==> config.mk <==
export PLATFORM = sky130hd
export DESIGN_NAME = csr_timer_bank
export DESIGN_NICKNAME = d
export VERILOG_FILES = /design/src/rtl/csr_timer_bank_pkg.sv /design/src/rtl/csr_timer_bank_timer_chan.sv /design/src/rtl/csr_timer_bank.sv
export SDC_FILE = /design/constraint.sdc
export NUM_CORES = 1
export LEC_CHECK = 0
export BUFFER_PORTS_ARGS = -buffer_cell sky130_fd_sc_hd__buf_2
export CAP_MARGIN = 20
export CORE_MARGIN = 8
export CORE_UTILIZATION = 35
export CTS_CLUSTER_DIAMETER = 30
export DETAILED_ROUTE_END_ITERATION = 16
export GPL_TIMING_DRIVEN = 0
export PLACE_DENSITY = 0.62
export SYNTH_ARGS = -nofsm -noshare
export SYNTH_HDL_FRONTEND = slang
export SYNTH_SLANG_ARGS = --single-unit
==> constraint.sdc <==
create_clock -name clk -period 5.05 [get_ports clk]
set_clock_uncertainty 0.05 [all_clocks]
set_input_delay 1.515 -clock clk [delete_from_list [all_inputs] [get_ports clk]]
set_output_delay 1.515 -clock clk [all_outputs]
set_load 0.1 [all_outputs]
==> src/rtl/csr_timer_bank_pkg.sv <==
// Register map and TCFG field positions shared by the timer bank top level and its channels.
package csr_timer_bank_pkg;

  typedef enum logic [1:0] {
    REG_TCFG  = 2'd0,
    REG_TVAL  = 2'd1,
    REG_TICLR = 2'd2,
    REG_PRESC = 2'd3
  } csr_reg_e;

  localparam int TCFG_EN          = 0;
  localparam int TCFG_PERIODIC    = 1;
  localparam int TCFG_INITVAL_LSB = 2;

endpackage

==> src/rtl/csr_timer_bank_timer_chan.sv <==
// One countdown channel: TCFG/TVAL/PRESC state, tick prescaler, and sticky interrupt.
module timer_chan
  import csr_timer_bank_pkg::*;
#(
  parameter int TIMER_W = 32,
  parameter int PRESC_W = 8
) (
  input  logic               clk,
  input  logic               reset,
  input  logic               we_cfg,
  input  logic               we_clr,
  input  logic               we_presc,
  input  logic [TIMER_W-1:0] wdata,
  output logic [TIMER_W-1:0] tcfg,
  output logic [TIMER_W-1:0] tval,
  output logic [PRESC_W-1:0] presc,
  output logic               irq
);

  logic [TIMER_W-1:0] tcfg_reg;
  logic [TIMER_W-1:0] tval_reg;
  logic [PRESC_W-1:0] presc_reg;
  logic [PRESC_W-1:0] cnt_reg;
  logic               armed_reg;
  logic               irq_reg;

  logic               tick;
  logic               expire;
  logic [TIMER_W-1:0] reload;

  // Live compare: lowering PRESC below the running count lets the count run on to all-ones and wrap.
  assign tick   = armed_reg && (cnt_reg == presc_reg);
  assign expire = tick && (tval_reg == '0);
  assign reload = {tcfg_reg[TIMER_W-1:TCFG_INITVAL_LSB], 2'b00};

  always_ff @(posedge clk) begin
    if (reset) begin
      tcfg_reg  <= '0;
      tval_reg  <= '0;
      presc_reg <= '0;
      cnt_reg   <= '0;
      armed_reg <= 1'b0;
      irq_reg   <= 1'b0;
    end else begin
      if (we_presc) begin
        presc_reg <= wdata[PRESC_W-1:0];
      end

      if (we_cfg) begin
        tcfg_reg  <= wdata;
        tval_reg  <= {wdata[TIMER_W-1:TCFG_INITVAL_LSB], 2'b00};
        cnt_reg   <= '0;
        armed_reg <= wdata[TCFG_EN];
      end else if (armed_reg) begin
        cnt_reg <= tick ? '0 : cnt_reg + 1'b1;
        if (tick) begin
          if (tval_reg != '0) begin
            tval_reg <= tval_reg - 1'b1;
          end else if (tcfg_reg[TCFG_PERIODIC]) begin
            tval_reg <= reload;
          end else begin
            tval_reg  <= '1;
            armed_reg <= 1'b0;
          end
        end
      end

      // A reconfigure swallows a coinciding expiry; otherwise set beats clear.
      if (expire && !we_cfg) begin
        irq_reg <= 1'b1;
      end else if (we_clr && wdata[0]) begin
        irq_reg <= 1'b0;
      end
    end
  end

  assign tcfg  = tcfg_reg;
  assign tval  = tval_reg;
  assign presc = presc_reg;
  assign irq   = irq_reg;

endmodule

==> src/rtl/csr_timer_bank.sv <==
// Bank of countdown timers behind a single-cycle CSR port; decodes {channel, reg} and muxes reads.
module csr_timer_bank
  import csr_timer_bank_pkg::*;
#(
  parameter int NUM_TIMERS = 2,
  parameter int TIMER_W    = 32,
  parameter int PRESC_W    = 8
) (
  input  logic                              clk,
  input  logic                              reset,
  input  logic                              csr_we,
  input  logic [$clog2(NUM_TIMERS)+1:0]     csr_waddr,
  input  logic [TIMER_W-1:0]                csr_wdata,
  input  logic [$clog2(NUM_TIMERS)+1:0]     csr_raddr,
  output logic [TIMER_W-1:0]                csr_rdata,
  output logic [NUM_TIMERS-1:0]             timer_int
);

  localparam int AW = $clog2(NUM_TIMERS) + 2;

  logic [AW-1:0] wch;
  logic [AW-1:0] rch;
  csr_reg_e      wreg;
  csr_reg_e      rreg;

  logic [TIMER_W-1:0] tcfg_arr  [NUM_TIMERS];
  logic [TIMER_W-1:0] tval_arr  [NUM_TIMERS];
  logic [PRESC_W-1:0] presc_arr [NUM_TIMERS];

  assign wch  = csr_waddr >> 2;
  assign rch  = csr_raddr >> 2;
  assign wreg = csr_reg_e'(csr_waddr[1:0]);
  assign rreg = csr_reg_e'(csr_raddr[1:0]);

  // Channel indices with no instance never match, so their writes fall on the floor.
  for (genvar gi = 0; gi < NUM_TIMERS; gi++) begin : g_chan
    logic sel;
    assign sel = csr_we && (wch == AW'(gi));

    timer_chan #(
      .TIMER_W (TIMER_W),
      .PRESC_W (PRESC_W)
    ) u_chan (
      .clk      (clk),
      .reset    (reset),
      .we_cfg   (sel && (wreg == REG_TCFG)),
      .we_clr   (sel && (wreg == REG_TICLR)),
      .we_presc (sel && (wreg == REG_PRESC)),
      .wdata    (csr_wdata),
      .tcfg     (tcfg_arr[gi]),
      .tval     (tval_arr[gi]),
      .presc    (presc_arr[gi]),
      .irq      (timer_int[gi])
    );
  end

  always_comb begin
    csr_rdata = '0;
    for (int i = 0; i < NUM_TIMERS; i++) begin
      if (rch == AW'(i)) begin
        case (rreg)
          REG_TCFG:  csr_rdata = tcfg_arr[i];
          REG_TVAL:  csr_rdata = tval_arr[i];
          REG_PRESC: csr_rdata = TIMER_W'(presc_arr[i]);
          default:   csr_rdata = '0;
        endcase
      end
    end
  end

endmodule

Yosys cells after proc, flatten, opt, wreduce, memory -nomap -nowiden --
Index checks and enable logic that the tools add are counted.
Cells by class: mux-type cells 30, add/subtract/negate cells 4, reduce and logical (&&, ||, !) cells 38, equality and inequality tests 6
Operator list (count):
- 32-bit two-way mux | 12
- 32-bit case mux with 3 select lines | 2
- 32-bit zero test | 2
- 32-bit nonzero test | 2
- 32-bit by 1-bit subtractor with 32-bit output (second input constant) | 2
- 8-bit by 1-bit adder with 8-bit output (second input constant) | 2
- 8-bit equality test | 2
- 1-bit logical AND | 16
- 8-bit two-way mux | 2
- 1-bit two-way mux | 14
- 2-bit nonzero test | 6
- 2-bit AND reduction | 4
- 2-bit equality test (second input constant) | 3
- 3-bit zero test | 2
- 2-bit zero test | 2
- 2-bit OR reduction | 2
- 2-bit by 1-bit equality test with 1-bit output (second input constant) | 1
- 1-bit zero test | 2
Word-level totals: logic and storage cells 92, input port bits 41, bits in registers 164

Logic depth before layout (Yosys ltp) --
Gate-level depths: netlist of run 1.
depth after elaboration 6, gate-level depth with buffers 9

By module --
Synthesis of run 1 repeated with hierarchy kept, for this count alone.
Second synthesis, totals: cells, all modules 1096, area total of the unflattened synthesis 9734.3 um2
By module, submodules not included:
- timer_chan | seq. area each 1641.6 um2, area an instance 4232.8 um2, cells an instance 485, instances 2
- csr_timer_bank | seq. area each 0.0 um2, area an instance 1268.7 um2, cells an instance 126, instances 1

Least setup slack after synthesis of run 1 --
No wires, ideal clock.
path type in2out, from in csr_raddr[0], to out csr_rdata[0], path slack -0.683 ns, cell stages on the path 7, required time 3.485 ns, arrival time 4.168 ns, cells stage by stage clkbuf_1 > buf_1 > clkbuf_1 > o22ai_1 > nor2_1 > a21oi_1 > a21oi_1
On the way: cells in the longest elaborated chain, start to end 4
Ends and longest elaborated chain:
- from (decl) | RTL line csr_timer_bank.sv:14 | input logic [$clog2(NUM_TIMERS)+1:0] csr_raddr,
- 2-bit equality test, or another cell as far along | RTL line csr_timer_bank.sv:61 | case (rreg)
- 32-bit case mux with 3 select lines | RTL line csr_timer_bank.sv:61
- 32-bit two-way mux | RTL line csr_timer_bank.sv:60 | if (rch == AW'(i)) begin
- 32-bit two-way mux * | RTL line csr_timer_bank.sv:60
- to (decl) | RTL line csr_timer_bank.sv:15 | output logic [TIMER_W-1:0] csr_rdata,
Mark *: on every way between the ends. The rest lies on a longest branch, timed or not.

Worst setup path after layout of run 1 --
from in csr_raddr[0], to out csr_rdata[1]
The elaborated chain is that of the path after synthesis.

==> flow_results.xml, run 1 <==
<?xml version="1.0" encoding="UTF-8"?>
<metrics>
  <group name="logic_synthesis">
    <metric name="synth_largest_area_cell" unit="">sky130_fd_sc_hd__dfxtp_1</metric>
    <metric name="ys_seq_elements" unit="">164</metric>
    <metric name="postSynthAreaPerCell" unit="µm²">7.91</metric>
    <metric name="async_reset_ff_share" unit="%">0</metric>
    <metric name="yosysUniqueCellTypes" unit="">68</metric>
    <metric name="syn-cell-area" unit="mm²">0.00956</metric>
    <metric name="ys_top_cells_by_area" unit="">sky130_fd_sc_hd__dfxtp_1 34%, sky130_fd_sc_hd__nand2_1 8.4%, sky130_fd_sc_hd__a21oi_1 6.4%</metric>
    <metric name="synth_ff_type" unit="">sky130_fd_sc_hd__dfxtp_1</metric>
    <metric name="synth-edff-count" unit="">0</metric>
    <metric name="synth.most_common_cell" unit="">sky130_fd_sc_hd__nand2_1</metric>
    <metric name="yosys.area.top_type_share" unit="%">34.4</metric>
    <metric name="synth_sequential_area_ratio" unit="%">34.4</metric>
    <metric name="yosysWarnings" unit="">0</metric>
    <metric name="synth_top_cells_by_count" unit="">214 x sky130_fd_sc_hd__nand2_1, 164 x sky130_fd_sc_hd__dfxtp_1, 123 x sky130_fd_sc_hd__a21oi_1, 92 x sky130_fd_sc_hd__nor2_1, 71 x sky130_fd_sc_hd__clkbuf_1</metric>
    <metric name="synthesis.instances" unit="">1208</metric>
    <metric name="syn_nets" unit="">1255</metric>
  </group>
  <group name="cells_and_area">
    <metric name="final_cell_count_no_fill" unit="">1655</metric>
    <metric name="n_antenna_cell" unit="">0</metric>
    <metric name="multi_input_comb_area" unit="mm²">0.00599</metric>
    <metric name="areaGrowthSynthToFinish" unit="%">16.3</metric>
    <metric name="post_route_cells_drive_above_1_share" unit="%">15.6</metric>
    <metric name="num-nets-final" unit="">1348</metric>
    <metric name="finalInstanceArea" unit="mm²">0.0111</metric>
    <metric name="fill_cell_instance_count_of_the_final_layout" unit="">2747</metric>
    <metric name="sequential_cell_area" unit="mm²">0.00328</metric>
  </group>
  <group name="grt">
    <metric name="grt_start_max_net_pins" unit="">17</metric>
    <metric name="grt_antenna_before_repair" unit="">0</metric>
    <metric name="first_global_vias" unit="">9144</metric>
    <metric name="groute.usage.overall" unit="%">21.4</metric>
    <metric name="first_pass_grt_wire_length" unit="mm">55.0</metric>
    <metric name="grt_overflow_total" unit="">0</metric>
  </group>
  <group name="setup_path">
    <metric name="cp-end-kind" unit="">output port</metric>
    <metric name="crit_path_cell_trace" unit="">clkbuf_1, buf_2, mux2i_1, o21ai_0, a21oi_1, a21oi_4, buf_2</metric>
    <metric name="cp_common_cell" unit="">sky130_fd_sc_hd__buf_2</metric>
    <metric name="cp.arrival" unit="ps">3440</metric>
    <metric name="critPathTopFamily" unit="">buffers and inverters</metric>
    <metric name="path_buf_inv" unit="">3</metric>
    <metric name="timing.critical_path.slowest_stage_cell" unit="">sky130_fd_sc_hd__buf_2</metric>
    <metric name="cp_max_fo" unit="">10</metric>
    <metric name="timing.setup.critical_path_class" unit="">input pin to output port</metric>
    <metric name="start_kind" unit="">input pin</metric>
    <metric name="critical-path-max-stage-delay" unit="ps">440</metric>
    <metric name="worstPathRequired" unit="ps">3490</metric>
  </group>
  <group name="power_and_ir_drop">
    <metric name="p_int" unit="W">0.00232</metric>
    <metric name="power_leakage" unit="nW">4.11</metric>
    <metric name="vdd.ir_drop.worst" unit="µV">234</metric>
    <metric name="pwr-share-clk" unit="%">35.5</metric>
    <metric name="power.switching_fraction" unit="%">35.6</metric>
    <metric name="power.density_cell_area" unit="mW/mm²">324</metric>
    <metric name="power.sequential.fraction" unit="%">38.4</metric>
    <metric name="comb_power_share" unit="%">26.1</metric>
    <metric name="netSwitchingPower" unit="W">0.00128</metric>
  </group>
  <group name="clocking">
    <metric name="cts.hold.buffers_added" unit="">0</metric>
    <metric name="htreeDepth" unit="">4</metric>
    <metric name="cts-buffers-inserted" unit="">17</metric>
    <metric name="cts_tree" unit="">yes</metric>
    <metric name="insertion_delay" unit="ps">440</metric>
    <metric name="clk_pin_slew_worst_paths" unit="ps">70</metric>
    <metric name="post_cts_setup_driven_buffer_insertion_count" unit="">0</metric>
    <metric name="clock_sink_count" unit="">164</metric>
    <metric name="cts-root-buf" unit="">sky130_fd_sc_hd__clkbuf_16</metric>
    <metric name="number_of_buffers_between_clock_root_and_the_deepest_sink" unit="">2</metric>
  </group>
  <group name="placed_design">
    <metric name="port_buffers" unit="">72</metric>
    <metric name="routabilityCongestion" unit="">0.987</metric>
    <metric name="place.detailed.hpwl" unit="mm">27.6</metric>
    <metric name="postPlaceCellArea" unit="mm²">0.0105</metric>
    <metric name="placed_cells_incl_taps" unit="">1622</metric>
    <metric name="place_worst_setup_slack" unit="ps">-409</metric>
  </group>
  <group name="sta">
    <metric name="slew-limit-headroom" unit="%">25.9</metric>
    <metric name="finalMaxSlewViolations" unit="">0</metric>
    <metric name="period_needed" unit="ps">5000</metric>
    <metric name="final.period_utilization" unit="%">99.0</metric>
    <metric name="finalHoldViolCount" unit="">0</metric>
    <metric name="rsz0062_at_grt" unit="">no</metric>
    <metric name="maxClockFrequency" unit="MHz">200</metric>
    <metric name="max_slew.worst_pin.slew" unit="ps">1110</metric>
    <metric name="setup_viol_count_final" unit="">0</metric>
    <metric name="postLayoutSetupSlackWorst" unit="ps">49.6</metric>
  </group>
  <group name="routing">
    <metric name="route.detailed.wl_per_inst" unit="µm">21.6</metric>
    <metric name="drt_pre_antenna_iters" unit="">5</metric>
    <metric name="vias" unit="">9675</metric>
    <metric name="totalWireLength" unit="mm">35.8</metric>
    <metric name="drt_drc_violations_left" unit="">0</metric>
    <metric name="dr_vias_cell" unit="">5.85</metric>
    <metric name="detail-route-antenna-nets" unit="">0</metric>
    <metric name="drt_iter0_drc" unit="">992</metric>
  </group>
  <group name="floorplanning">
    <metric name="die_width" unit="µm">181</metric>
    <metric name="floorplan.core_area" unit="mm²">0.0269</metric>
    <metric name="start_util" unit="%">35.6</metric>
    <metric name="rows" unit="">60</metric>
    <metric name="die_y" unit="µm">181</metric>
    <metric name="io-pin-count" unit="">75</metric>
    <metric name="fp.dieArea" unit="mm²">0.0328</metric>
  </group>
  <group name="job">
    <metric name="max-cap-violations" unit="">0</metric>
  </group>
  <group name="hold_path">
    <metric name="min-delay-path-class" unit="">register to register</metric>
  </group>
  <group name="outcome">
    <metric name="outcome" unit="">completed</metric>
  </group>
</metrics>
[layout make-up]
type                       instances  share of cell area, %
clock inverter                    13                   1.01
tap                              341                   3.84
clock buffer                      19                   4.08
timing repair buffer              74                   3.56
sequential                       164                   29.5
multi-input combinational        941                   53.9
inverter                          13                  0.439
buffer                            90                   3.58
[tightest hold or removal path, stage by stage (launching register included)]
cell and delay, ps:
sky130_fd_sc_hd__dfxtp_1 310, sky130_fd_sc_hd__nand2_1 50, sky130_fd_sc_hd__a21oi_1 50
[power by group through the flow]
| stage | sequential [W] | clock (W) | combinational, W |
|---|---|---|---|
| 3_5_place_dp | 0.00141 | 0 | 0.000915 |
| 6_report | 0.00138 | 0.00128 | 0.000939 |
| 2_1_floorplan | 0.00139 | 0 | 0.000670 |
| 3_3_place_gp | 0.00141 | 0 | 0.000918 |
| 4_1_cts | 0.00138 | 0.00128 | 0.000921 |
| 5_1_grt | 0.00139 | 0.00133 | 0.00101 |
[kinds of logic (layout without fill, tap and decap cells)]
logic type | after synthesis | after routing | synth area share, %
fa+ha+maj | 6 | 6 | 0.786
simple gates | 508 | 508 | 26.3
xor+xnor | 63 | 63 | 5.77
compound gates | 332 | 332 | 21.7
flops | 164 | 164 | 34.4
buf+inv | 103 | 209 | 4.56
mux | 32 | 32 | 6.57
[layout by cell type (no fill, tap or decap), types with 13 or more instances in the layout]
cell type / netlist / layout
sky130_fd_sc_hd__buf_2: 5 / 74
sky130_fd_sc_hd__xor2_1: 40 / 40
sky130_fd_sc_hd__o21ai_0: 52 / 52
sky130_fd_sc_hd__xnor2_1: 23 / 23
sky130_fd_sc_hd__nor3_1: 33 / 33
sky130_fd_sc_hd__nand3_1: 26 / 26
sky130_fd_sc_hd__nand3b_1: 22 / 22
sky130_fd_sc_hd__inv_1: 13 / 13
sky130_fd_sc_hd__o22ai_1: 34 / 34
sky130_fd_sc_hd__mux4_2: 22 / 22
sky130_fd_sc_hd__o32ai_1: 21 / 21
sky130_fd_sc_hd__nor4_1: 16 / 16
sky130_fd_sc_hd__clkbuf_1: 71 / 66
sky130_fd_sc_hd__dfxtp_1: 164 / 164
sky130_fd_sc_hd__nor2_1: 92 / 92
sky130_fd_sc_hd__clkbuf_16: 0 / 17
sky130_fd_sc_hd__nor2b_2: 0 / 21
sky130_fd_sc_hd__nand4_1: 16 / 16
sky130_fd_sc_hd__a21boi_0: 48 / 48
sky130_fd_sc_hd__nand2_1: 214 / 214
sky130_fd_sc_hd__a21oi_1: 123 / 115
[metrics by stage]
step,setup TNS (ps),hold WS (ps),total power (W),util (%)
finish,0,412,0.00360,41.3
global route,0,447,0.00373,41.3
CTS,0,411,0.00358,41.2
detailed placement,-6400,399,0.00232,39.1
global placement,-5770,391,0.00233,39.1
floorplan,-59.3,386,0.00206,-
[per-layer routing]
metal | wire [µm] | vias to the layer above | global-route usage, %
li1 | - | 4555 | -
met1 | 15100 | 4615 | 27.5
met2 | 16500 | 422 | 34.6
met3 | 2300 | 83 | 2.93
met4 | 1850 | 0 | 11.2
met5 | 0 | - | 0
[path summary, 6_finish.rpt]
kind | start | endpoint | slack, ps | depth (start not counted)
hold reg to reg | g_chan[0].u_chan.tcfg[0] | g_chan[0].u_chan.tcfg[0] | 410 | 2
setup reg to reg | g_chan[1].u_chan.tval[10] | g_chan[1].u_chan.tval[17] | 2280 | 7
setup / recovery | csr_raddr[0] | csr_rdata[1] | 50 | 7
hold / removal | g_chan[0].u_chan.tcfg[0] | g_chan[0].u_chan.tcfg[0] | 410 | 2
[what timing repair did]
action / 4_1_cts / 5_1_grt
endpoints found under the hold margin: 0 / 0
setup endpoints to repair: 32 / 8
gates resized for setup: 8 / 8
(Power assumes the default switching activity.)
==> run 2: changes to the inputs <==
--- a/config.mk
+++ b/config.mk
@@ -8,11 +8,11 @@
 export BUFFER_PORTS_ARGS = -buffer_cell sky130_fd_sc_hd__buf_2
 export CAP_MARGIN = 20
 export CORE_MARGIN = 8
-export CORE_UTILIZATION = 35
+export CORE_UTILIZATION = 30
 export CTS_CLUSTER_DIAMETER = 30
 export DETAILED_ROUTE_END_ITERATION = 16
 export GPL_TIMING_DRIVEN = 0
-export PLACE_DENSITY = 0.62
+export PLACE_DENSITY = 0.57
 export SYNTH_ARGS = -nofsm -noshare
 export SYNTH_HDL_FRONTEND = slang
 export SYNTH_SLANG_ARGS = --single-unit
==> run 2 against run 1 <==
Via count down 1.2%. Non-clock buffer count stayed put. Die area grew 15%. Worst hold slack got worse by 3.6 ps. Clock power grew 7%. Sequential power is essentially flat. Critical endpoint is now csr_rdata[27]. Largest cell class unchanged.
==> flow_results.xml, run 2 (same netlist as run 1, synthesis figures left out) <==
<?xml version="1.0" encoding="UTF-8"?>
<metrics>
  <group name="placed_design">
    <metric name="port_buffers" unit="">72</metric>
    <metric name="placed_cells_incl_taps" unit="">1684</metric>
    <metric name="place.detailed.hpwl" unit="mm">28.7</metric>
    <metric name="routabilityCongestion" unit="">0.999</metric>
  </group>
  <group name="floorplanning">
    <metric name="die_y" unit="µm">194</metric>
    <metric name="io-pin-count" unit="">75</metric>
    <metric name="die_width" unit="µm">194</metric>
    <metric name="fp.dieArea" unit="mm²">0.0378</metric>
    <metric name="start_util" unit="%">30.4</metric>
    <metric name="rows" unit="">65</metric>
    <metric name="floorplan.core_area" unit="mm²">0.0315</metric>
  </group>
  <group name="setup_path">
    <metric name="start_kind" unit="">input pin</metric>
    <metric name="r2r_setup_slack" unit="ps">2260</metric>
    <metric name="critical_path.reg2reg.startpoint" unit="">g_chan[1].u_chan.tval[19]</metric>
    <metric name="r2r_cells" unit="">7</metric>
    <metric name="cp_common_cell" unit="">sky130_fd_sc_hd__buf_2</metric>
    <metric name="timing.critical_path.slowest_stage_cell" unit="">sky130_fd_sc_hd__buf_2</metric>
    <metric name="cp.arrival" unit="ps">3400</metric>
    <metric name="rr_endpoint" unit="">g_chan[1].u_chan.tval[5]</metric>
    <metric name="timing.setup.critical_path_class" unit="">input pin to output port</metric>
    <metric name="cp_max_fo" unit="">10</metric>
    <metric name="worstPathRequired" unit="ps">3490</metric>
    <metric name="crit_path_cell_trace" unit="">clkbuf_1, buf_2, clkbuf_2, mux4_1, nor2b_2, buf_2</metric>
    <metric name="cp-end-kind" unit="">output port</metric>
    <metric name="critical-path-max-stage-delay" unit="ps">400</metric>
  </group>
  <group name="hold_path">
    <metric name="hp-start" unit="">g_chan[0].u_chan.tcfg[0]</metric>
    <metric name="hold_path_end" unit="">g_chan[0].u_chan.tcfg[0]</metric>
    <metric name="min-delay-path-class" unit="">register to register</metric>
    <metric name="worstHoldPathCells" unit="">2</metric>
  </group>
  <group name="power_and_ir_drop">
    <metric name="power.density_cell_area" unit="mW/mm²">329</metric>
    <metric name="power.sequential.fraction" unit="%">37.4</metric>
    <metric name="p_int" unit="W">0.00247</metric>
    <metric name="power_leakage" unit="nW">4.13</metric>
    <metric name="netSwitchingPower" unit="W">0.00123</metric>
    <metric name="post-layout-total-power" unit="W">0.00370</metric>
    <metric name="power.switching_fraction" unit="%">33.3</metric>
    <metric name="comb_power_share" unit="%">25.6</metric>
    <metric name="pwr-share-clk" unit="%">37.0</metric>
    <metric name="vdd.ir_drop.worst" unit="µV">247</metric>
  </group>
  <group name="grt">
    <metric name="first_pass_grt_wire_length" unit="mm">56.1</metric>
    <metric name="grt_overflow_total" unit="">0</metric>
    <metric name="first_global_vias" unit="">9241</metric>
    <metric name="grt_start_max_net_pins" unit="">17</metric>
    <metric name="grt_antenna_before_repair" unit="">0</metric>
    <metric name="groute.usage.overall" unit="%">19.0</metric>
  </group>
  <group name="cells_and_area">
    <metric name="n_antenna_cell" unit="">0</metric>
    <metric name="multi_input_comb_area" unit="mm²">0.00599</metric>
    <metric name="most_common_library_cell_in_the_layout_ignoring_fill_and_taps" unit="">sky130_fd_sc_hd__nand2_1</metric>
    <metric name="num-nets-final" unit="">1348</metric>
    <metric name="post_route_cells_drive_above_1_share" unit="%">15.3</metric>
    <metric name="sequential_cell_area" unit="mm²">0.00328</metric>
    <metric name="final_cell_count_no_fill" unit="">1716</metric>
    <metric name="fill_cell_instance_count_of_the_final_layout" unit="">3224</metric>
    <metric name="areaGrowthSynthToFinish" unit="%">17.5</metric>
    <metric name="layout.cells.most_common_list" unit="">214 x sky130_fd_sc_hd__nand2_1, 164 x sky130_fd_sc_hd__dfxtp_1, 115 x sky130_fd_sc_hd__a21oi_1, 92 x sky130_fd_sc_hd__nor2_1, 72 x sky130_fd_sc_hd__buf_2</metric>
  </group>
  <group name="sta">
    <metric name="finalMaxSlewViolations" unit="">0</metric>
    <metric name="slew-limit-headroom" unit="%">24.1</metric>
    <metric name="setup_viol_count_final" unit="">0</metric>
    <metric name="rsz0062_at_grt" unit="">no</metric>
    <metric name="maxClockFrequency" unit="MHz">201</metric>
    <metric name="max_slew.worst_pin.slew" unit="ps">1130</metric>
    <metric name="finalHoldWorstSlack" unit="ps">408</metric>
    <metric name="finalHoldViolCount" unit="">0</metric>
    <metric name="final.period_utilization" unit="%">98.4</metric>
    <metric name="period_needed" unit="ps">4970</metric>
  </group>
  <group name="routing">
    <metric name="drt_iter0_drc" unit="">890</metric>
    <metric name="dr_vias_cell" unit="">5.57</metric>
    <metric name="drt_pre_antenna_iters" unit="">5</metric>
    <metric name="route.detailed.wl_per_inst" unit="µm">21.4</metric>
    <metric name="detail-route-antenna-nets" unit="">0</metric>
    <metric name="vias" unit="">9558</metric>
    <metric name="totalWireLength" unit="mm">36.7</metric>
    <metric name="drt_drc_violations_left" unit="">0</metric>
  </group>
  <group name="clocking">
    <metric name="cts-root-buf" unit="">sky130_fd_sc_hd__clkbuf_16</metric>
    <metric name="clock_sink_count" unit="">164</metric>
    <metric name="clk_pin_slew_worst_paths" unit="ps">60</metric>
    <metric name="insertion_delay" unit="ps">440</metric>
    <metric name="cts.hold.buffers_added" unit="">0</metric>
    <metric name="cts-buffers-inserted" unit="">17</metric>
    <metric name="cts_tree" unit="">yes</metric>
    <metric name="number_of_buffers_between_clock_root_and_the_deepest_sink" unit="">2</metric>
    <metric name="htreeDepth" unit="">4</metric>
  </group>
  <group name="job">
    <metric name="max-cap-violations" unit="">0</metric>
  </group>
  <group name="outcome">
    <metric name="outcome" unit="">completed</metric>
  </group>
</metrics>
## run 2: cell types whose count changed in the layout (fill, tap and decap cells not counted)
cell | before | now
sky130_fd_sc_hd__clkbuf_1 | 66 | 70
sky130_fd_sc_hd__buf_2 | 74 | 72
sky130_fd_sc_hd__clkbuf_2 | 5 | 6
sky130_fd_sc_hd__clkinvlp_4 | 2 | 0
sky130_fd_sc_hd__clkbuf_8 | 2 | 3
sky130_fd_sc_hd__clkbuf_4 | 5 | 6
sky130_fd_sc_hd__bufinv_16 | 0 | 3
sky130_fd_sc_hd__clkinv_4 | 3 | 1
sky130_fd_sc_hd__clkinv_2 | 1 | 3
sky130_fd_sc_hd__inv_8 | 2 | 0
sky130_fd_sc_hd__inv_6 | 5 | 1
## run 2: worst max-delay path by stage
stage / slack [ps] / startpoint / endpoint / depth (start not counted)
5_1_grt: 4 / csr_raddr[2] / csr_rdata[1] / 7
3_3_place_gp: -420 / csr_raddr[0] / csr_rdata[4] / 8
3_5_place_dp: -440 / csr_raddr[2] / csr_rdata[6] / 7
4_1_cts: 7 / csr_raddr[0] / csr_rdata[1] / 6
2_1_floorplan: -60 / csr_raddr[0] / csr_rdata[0] / 7
6_report: 80 / csr_raddr[0] / csr_rdata[27] / 6
## run 2: power by group through the flow
stage | logic [W] | clock network (W) | registers, W
final | 0.000945 | 0.00137 | 0.00138
after global placement | 0.000927 | 0 | 0.00141
after CTS | 0.000934 | 0.00138 | 0.00138
after floorplan | 0.000670 | 0 | 0.00139
after detailed placement | 0.000928 | 0 | 0.00141
after global routing | 0.00102 | 0.00143 | 0.00139
## run 2: worst max-delay path, delay by kind of cell
kind                   cells  cell delay, ps
buffers and inverters      4            1310
muxes                      1             390
and+or+nand+nor            1             180
## run 2: stage by stage
step | util [%] | area [µm²] | TNS (ps) | setup WS, ps
floorplan | - | 9710 | -59.3 | -59.3
global route | 35.7 | 11200 | 0 | 4.42
CTS | 35.6 | 11200 | 0 | 6.72
detailed placement | 33.7 | 10600 | -7100 | -436
global placement | 33.6 | 10600 | -6990 | -419
finish | 35.7 | 11200 | 0 | 80.8
## run 2: layer usage
| metal | part of all wire, % | track usage, % |
|---|---|---|
| met2 | 48 | 32.1 |
| met5 | 0 | 0 |
| met4 | 4.3 | 8.71 |
| met1 | 42 | 23.6 |
| met3 | 5.6 | 2.73 |
## run 2: final cells by class
type,instances,area share [%]
Sequential cell,164,29.2
Buffer,90,3.52
Multi-Input combinational cell,941,53.4
Tap cell,402,4.48
Inverter,13,0.435
Clock inverter,8,1.09
Timing Repair Buffer,74,3.57
Clock buffer,24,4.29
## run 2: what timing repair did
action                                  CTS  global route
cloned                                    0             0
endpoints found under the setup margin   32             8
gates resized for setup                   8             8
endpoints found under the hold margin     0             0
buffers inserted                          0             0
==> run 3: changes to the inputs <==
==> constraint.sdc (replaced) <==
create_clock -name clk -period 5.3 [get_ports clk]
set_clock_uncertainty 0.05 [all_clocks]
set_input_delay 1.59 -clock clk [delete_from_list [all_inputs] [get_ports clk]]
set_output_delay 1.59 -clock clk [all_outputs]
set_load 0.1 [all_outputs]
==> run 3 against run 2 <==
Critical endpoint is now csr_rdata[7]. Global-route usage about the same. Final area decreased by 1.2%. Die area unchanged. Total power decreased by 7.1%. Core utilization decreased by 0.42 points. Combinational power decreased by 6.6%. Sequential power decreased by 4%. Flip-flop and latch count unchanged. Register-to-register slack improved by 210 ps. Sequential share of layout area increased by 0.35 points. Via count decreased by 0.10%. Final cell count decreased by 0.12%. Highest routed layer unchanged.
==> flow_results.xml, run 3 (same netlist as run 1, synthesis figures left out) <==
<?xml version="1.0" encoding="UTF-8"?>
<metrics>
  <group name="outcome">
    <metric name="outcome" unit="">completed</metric>
  </group>
  <group name="setup_path">
    <metric name="timing.critical_path.slowest_stage_cell" unit="">sky130_fd_sc_hd__buf_2</metric>
    <metric name="timing.setup.critical_path_class" unit="">input pin to output port</metric>
    <metric name="critical_path.reg2reg.startpoint" unit="">g_chan[0].u_chan.armed_reg</metric>
    <metric name="start_kind" unit="">input pin</metric>
    <metric name="cp.arrival" unit="ps">3520</metric>
    <metric name="worstSetupStartpoint" unit="">csr_raddr[2]</metric>
    <metric name="worstPathRequired" unit="ps">3660</metric>
    <metric name="cp_common_cell" unit="">sky130_fd_sc_hd__buf_2</metric>
    <metric name="cp_max_fo" unit="">10</metric>
    <metric name="cp-end-kind" unit="">output port</metric>
    <metric name="critical-path-max-stage-delay" unit="ps">440</metric>
    <metric name="crit_path_cell_trace" unit="">buf_2, buf_2, clkbuf_2, clkbuf_1, o21ai_0, a21oi_2, buf_2</metric>
  </group>
  <group name="sta">
    <metric name="max_slew.worst_pin.slew" unit="ps">1020</metric>
    <metric name="maxClockFrequency" unit="MHz">194</metric>
    <metric name="finalHoldViolCount" unit="">0</metric>
    <metric name="finalMaxSlewViolations" unit="">0</metric>
    <metric name="final.period_utilization" unit="%">97.3</metric>
    <metric name="postLayoutSetupSlackWorst" unit="ps">140</metric>
    <metric name="slew-limit-headroom" unit="%">31.6</metric>
    <metric name="setup_viol_count_final" unit="">0</metric>
    <metric name="period_needed" unit="ps">5160</metric>
    <metric name="rsz0062_at_grt" unit="">no</metric>
  </group>
  <group name="clocking">
    <metric name="cts_tree" unit="">yes</metric>
    <metric name="clock_sink_count" unit="">164</metric>
    <metric name="cts.hold.buffers_added" unit="">0</metric>
    <metric name="cts-root-buf" unit="">sky130_fd_sc_hd__clkbuf_16</metric>
    <metric name="htreeDepth" unit="">4</metric>
    <metric name="number_of_buffers_between_clock_root_and_the_deepest_sink" unit="">2</metric>
    <metric name="cts-buffers-inserted" unit="">17</metric>
    <metric name="clk_pin_slew_worst_paths" unit="ps">60</metric>
    <metric name="insertion_delay" unit="ps">440</metric>
    <metric name="post_cts_setup_driven_buffer_insertion_count" unit="">0</metric>
  </group>
  <group name="job">
    <metric name="max-cap-violations" unit="">0</metric>
  </group>
  <group name="routing">
    <metric name="vias" unit="">9548</metric>
    <metric name="drt_iter0_drc" unit="">835</metric>
    <metric name="detail-route-antenna-nets" unit="">0</metric>
    <metric name="totalWireLength" unit="mm">36.6</metric>
    <metric name="drt_pre_antenna_iters" unit="">6</metric>
    <metric name="route.detailed.wl_per_inst" unit="µm">21.3</metric>
    <metric name="drt_drc_violations_left" unit="">0</metric>
    <metric name="dr_vias_cell" unit="">5.57</metric>
  </group>
  <group name="floorplanning">
    <metric name="die_width" unit="µm">194</metric>
    <metric name="rows" unit="">65</metric>
    <metric name="floorplan.core_area" unit="mm²">0.0315</metric>
    <metric name="die_y" unit="µm">194</metric>
    <metric name="fp.dieArea" unit="mm²">0.0378</metric>
    <metric name="start_util" unit="%">30.4</metric>
    <metric name="io-pin-count" unit="">75</metric>
  </group>
  <group name="power_and_ir_drop">
    <metric name="post-layout-total-power" unit="W">0.00344</metric>
    <metric name="power.density_cell_area" unit="mW/mm²">310</metric>
    <metric name="netSwitchingPower" unit="W">0.00116</metric>
    <metric name="power.sequential.fraction" unit="%">38.4</metric>
    <metric name="vdd.ir_drop.worst" unit="µV">202</metric>
    <metric name="p_int" unit="W">0.00228</metric>
    <metric name="pwr-share-clk" unit="%">35.9</metric>
    <metric name="comb_power_share" unit="%">25.7</metric>
    <metric name="power_leakage" unit="nW">4.09</metric>
    <metric name="power.switching_fraction" unit="%">33.7</metric>
  </group>
  <group name="cells_and_area">
    <metric name="most_common_library_cell_in_the_layout_ignoring_fill_and_taps" unit="">sky130_fd_sc_hd__nand2_1</metric>
    <metric name="post_route_cells_drive_above_1_share" unit="%">15.2</metric>
    <metric name="areaGrowthSynthToFinish" unit="%">16.1</metric>
    <metric name="layout.cells.most_common_list" unit="">214 x sky130_fd_sc_hd__nand2_1, 164 x sky130_fd_sc_hd__dfxtp_1, 115 x sky130_fd_sc_hd__a21oi_1, 92 x sky130_fd_sc_hd__nor2_1, 78 x sky130_fd_sc_hd__buf_2</metric>
    <metric name="n_antenna_cell" unit="">0</metric>
    <metric name="post-route-util" unit="%">35.3</metric>
    <metric name="finalInstanceArea" unit="mm²">0.0111</metric>
    <metric name="fill_cell_instance_count_of_the_final_layout" unit="">3237</metric>
    <metric name="num-nets-final" unit="">1347</metric>
    <metric name="final_cell_count_no_fill" unit="">1714</metric>
  </group>
  <group name="placed_design">
    <metric name="place_worst_setup_slack" unit="ps">-307</metric>
    <metric name="port_buffers" unit="">72</metric>
    <metric name="routabilityCongestion" unit="">0.971</metric>
    <metric name="placed_cells_incl_taps" unit="">1683</metric>
    <metric name="postPlaceCellArea" unit="mm²">0.0105</metric>
    <metric name="place.detailed.hpwl" unit="mm">28.7</metric>
  </group>
  <group name="hold_path">
    <metric name="min-delay-path-class" unit="">register to register</metric>
    <metric name="hp-start" unit="">g_chan[1].u_chan.tcfg[0]</metric>
  </group>
  <group name="grt">
    <metric name="first_pass_grt_wire_length" unit="mm">56.3</metric>
    <metric name="groute.usage.overall" unit="%">19.0</metric>
    <metric name="grt_antenna_before_repair" unit="">0</metric>
    <metric name="grt_overflow_total" unit="">0</metric>
    <metric name="grtUsageMet2" unit="%">31.6</metric>
    <metric name="use_met3" unit="%">2.56</metric>
    <metric name="grt_start_max_net_pins" unit="">17</metric>
    <metric name="first_global_vias" unit="">9294</metric>
    <metric name="globalRouteMet1Util" unit="%">23.7</metric>
    <metric name="top_usage_layer" unit="">met2</metric>
  </group>
</metrics>
## run 3: changes by cell type in the layout (fill, tap and decap cells not counted), sizes merged
cell      delta
buf          +3
bufinv       -1
clkinvlp     +3
inv          -1
clkinv       +1
clkbuf       -7
## run 3: area by class of cell
| cell class | count | area, µm² | share of cell area [%] |
|---|---|---|---|
| multi-input combinational | 941 | 5930 | 53.4 |
| sequential | 164 | 3280 | 29.6 |
| tap | 402 | 503 | 4.53 |
| clock buffer | 21 | 460 | 4.15 |
| buffer | 90 | 397 | 3.57 |
| timing repair buffer | 73 | 370 | 3.34 |
| clock inverter | 10 | 108 | 0.970 |
| inverter | 13 | 48.8 | 0.440 |
## run 3: layer usage
layer	up-vias	wire (µm)
li1	4555	-
met1	4565	15600
met2	342	17300
met3	86	1960
met4	0	1680
met5	-	0
## run 3: through the flow
stage | hold WS, ps | TNS [ps]
after global routing | 434 | 0
after detailed placement | 399 | -4010
final | 409 | 0
after floorplan | 386 | 0
after CTS | 408 | 0
after global placement | 393 | -3380
## run 3: power by group through the flow
stage / logic [W] / clock network [W] / registers, W
3_3_place_gp: 0.000876 / 0 / 0.00134
6_report: 0.000883 / 0.00123 / 0.00132
2_1_floorplan: 0.000633 / 0 / 0.00132
3_5_place_dp: 0.000870 / 0 / 0.00134
4_1_cts: 0.000875 / 0.00124 / 0.00132
5_1_grt: 0.000957 / 0.00129 / 0.00132
## run 3: what timing repair did
item,CTS,global route
setup endpoints to repair,29,3
pin swaps,0,0
gates resized for setup,6,4
## run 3: final timing paths
path / slack [ps] / cells after the start / endpoint
worst max register to register: 2470 / 7 / g_chan[0].u_chan.tval[19]
worst min register to register: 410 / 2 / g_chan[1].u_chan.tcfg[0]
worst min-delay path: 410 / 2 / g_chan[1].u_chan.tcfg[0]
worst max-delay path: 140 / 7 / csr_rdata[7]
## run 3: critical path, delay by kind of cell
kind	cells	cell delay, ps
AO/OA/AOI/OAI	2	330
buffers and inverters	5	1580
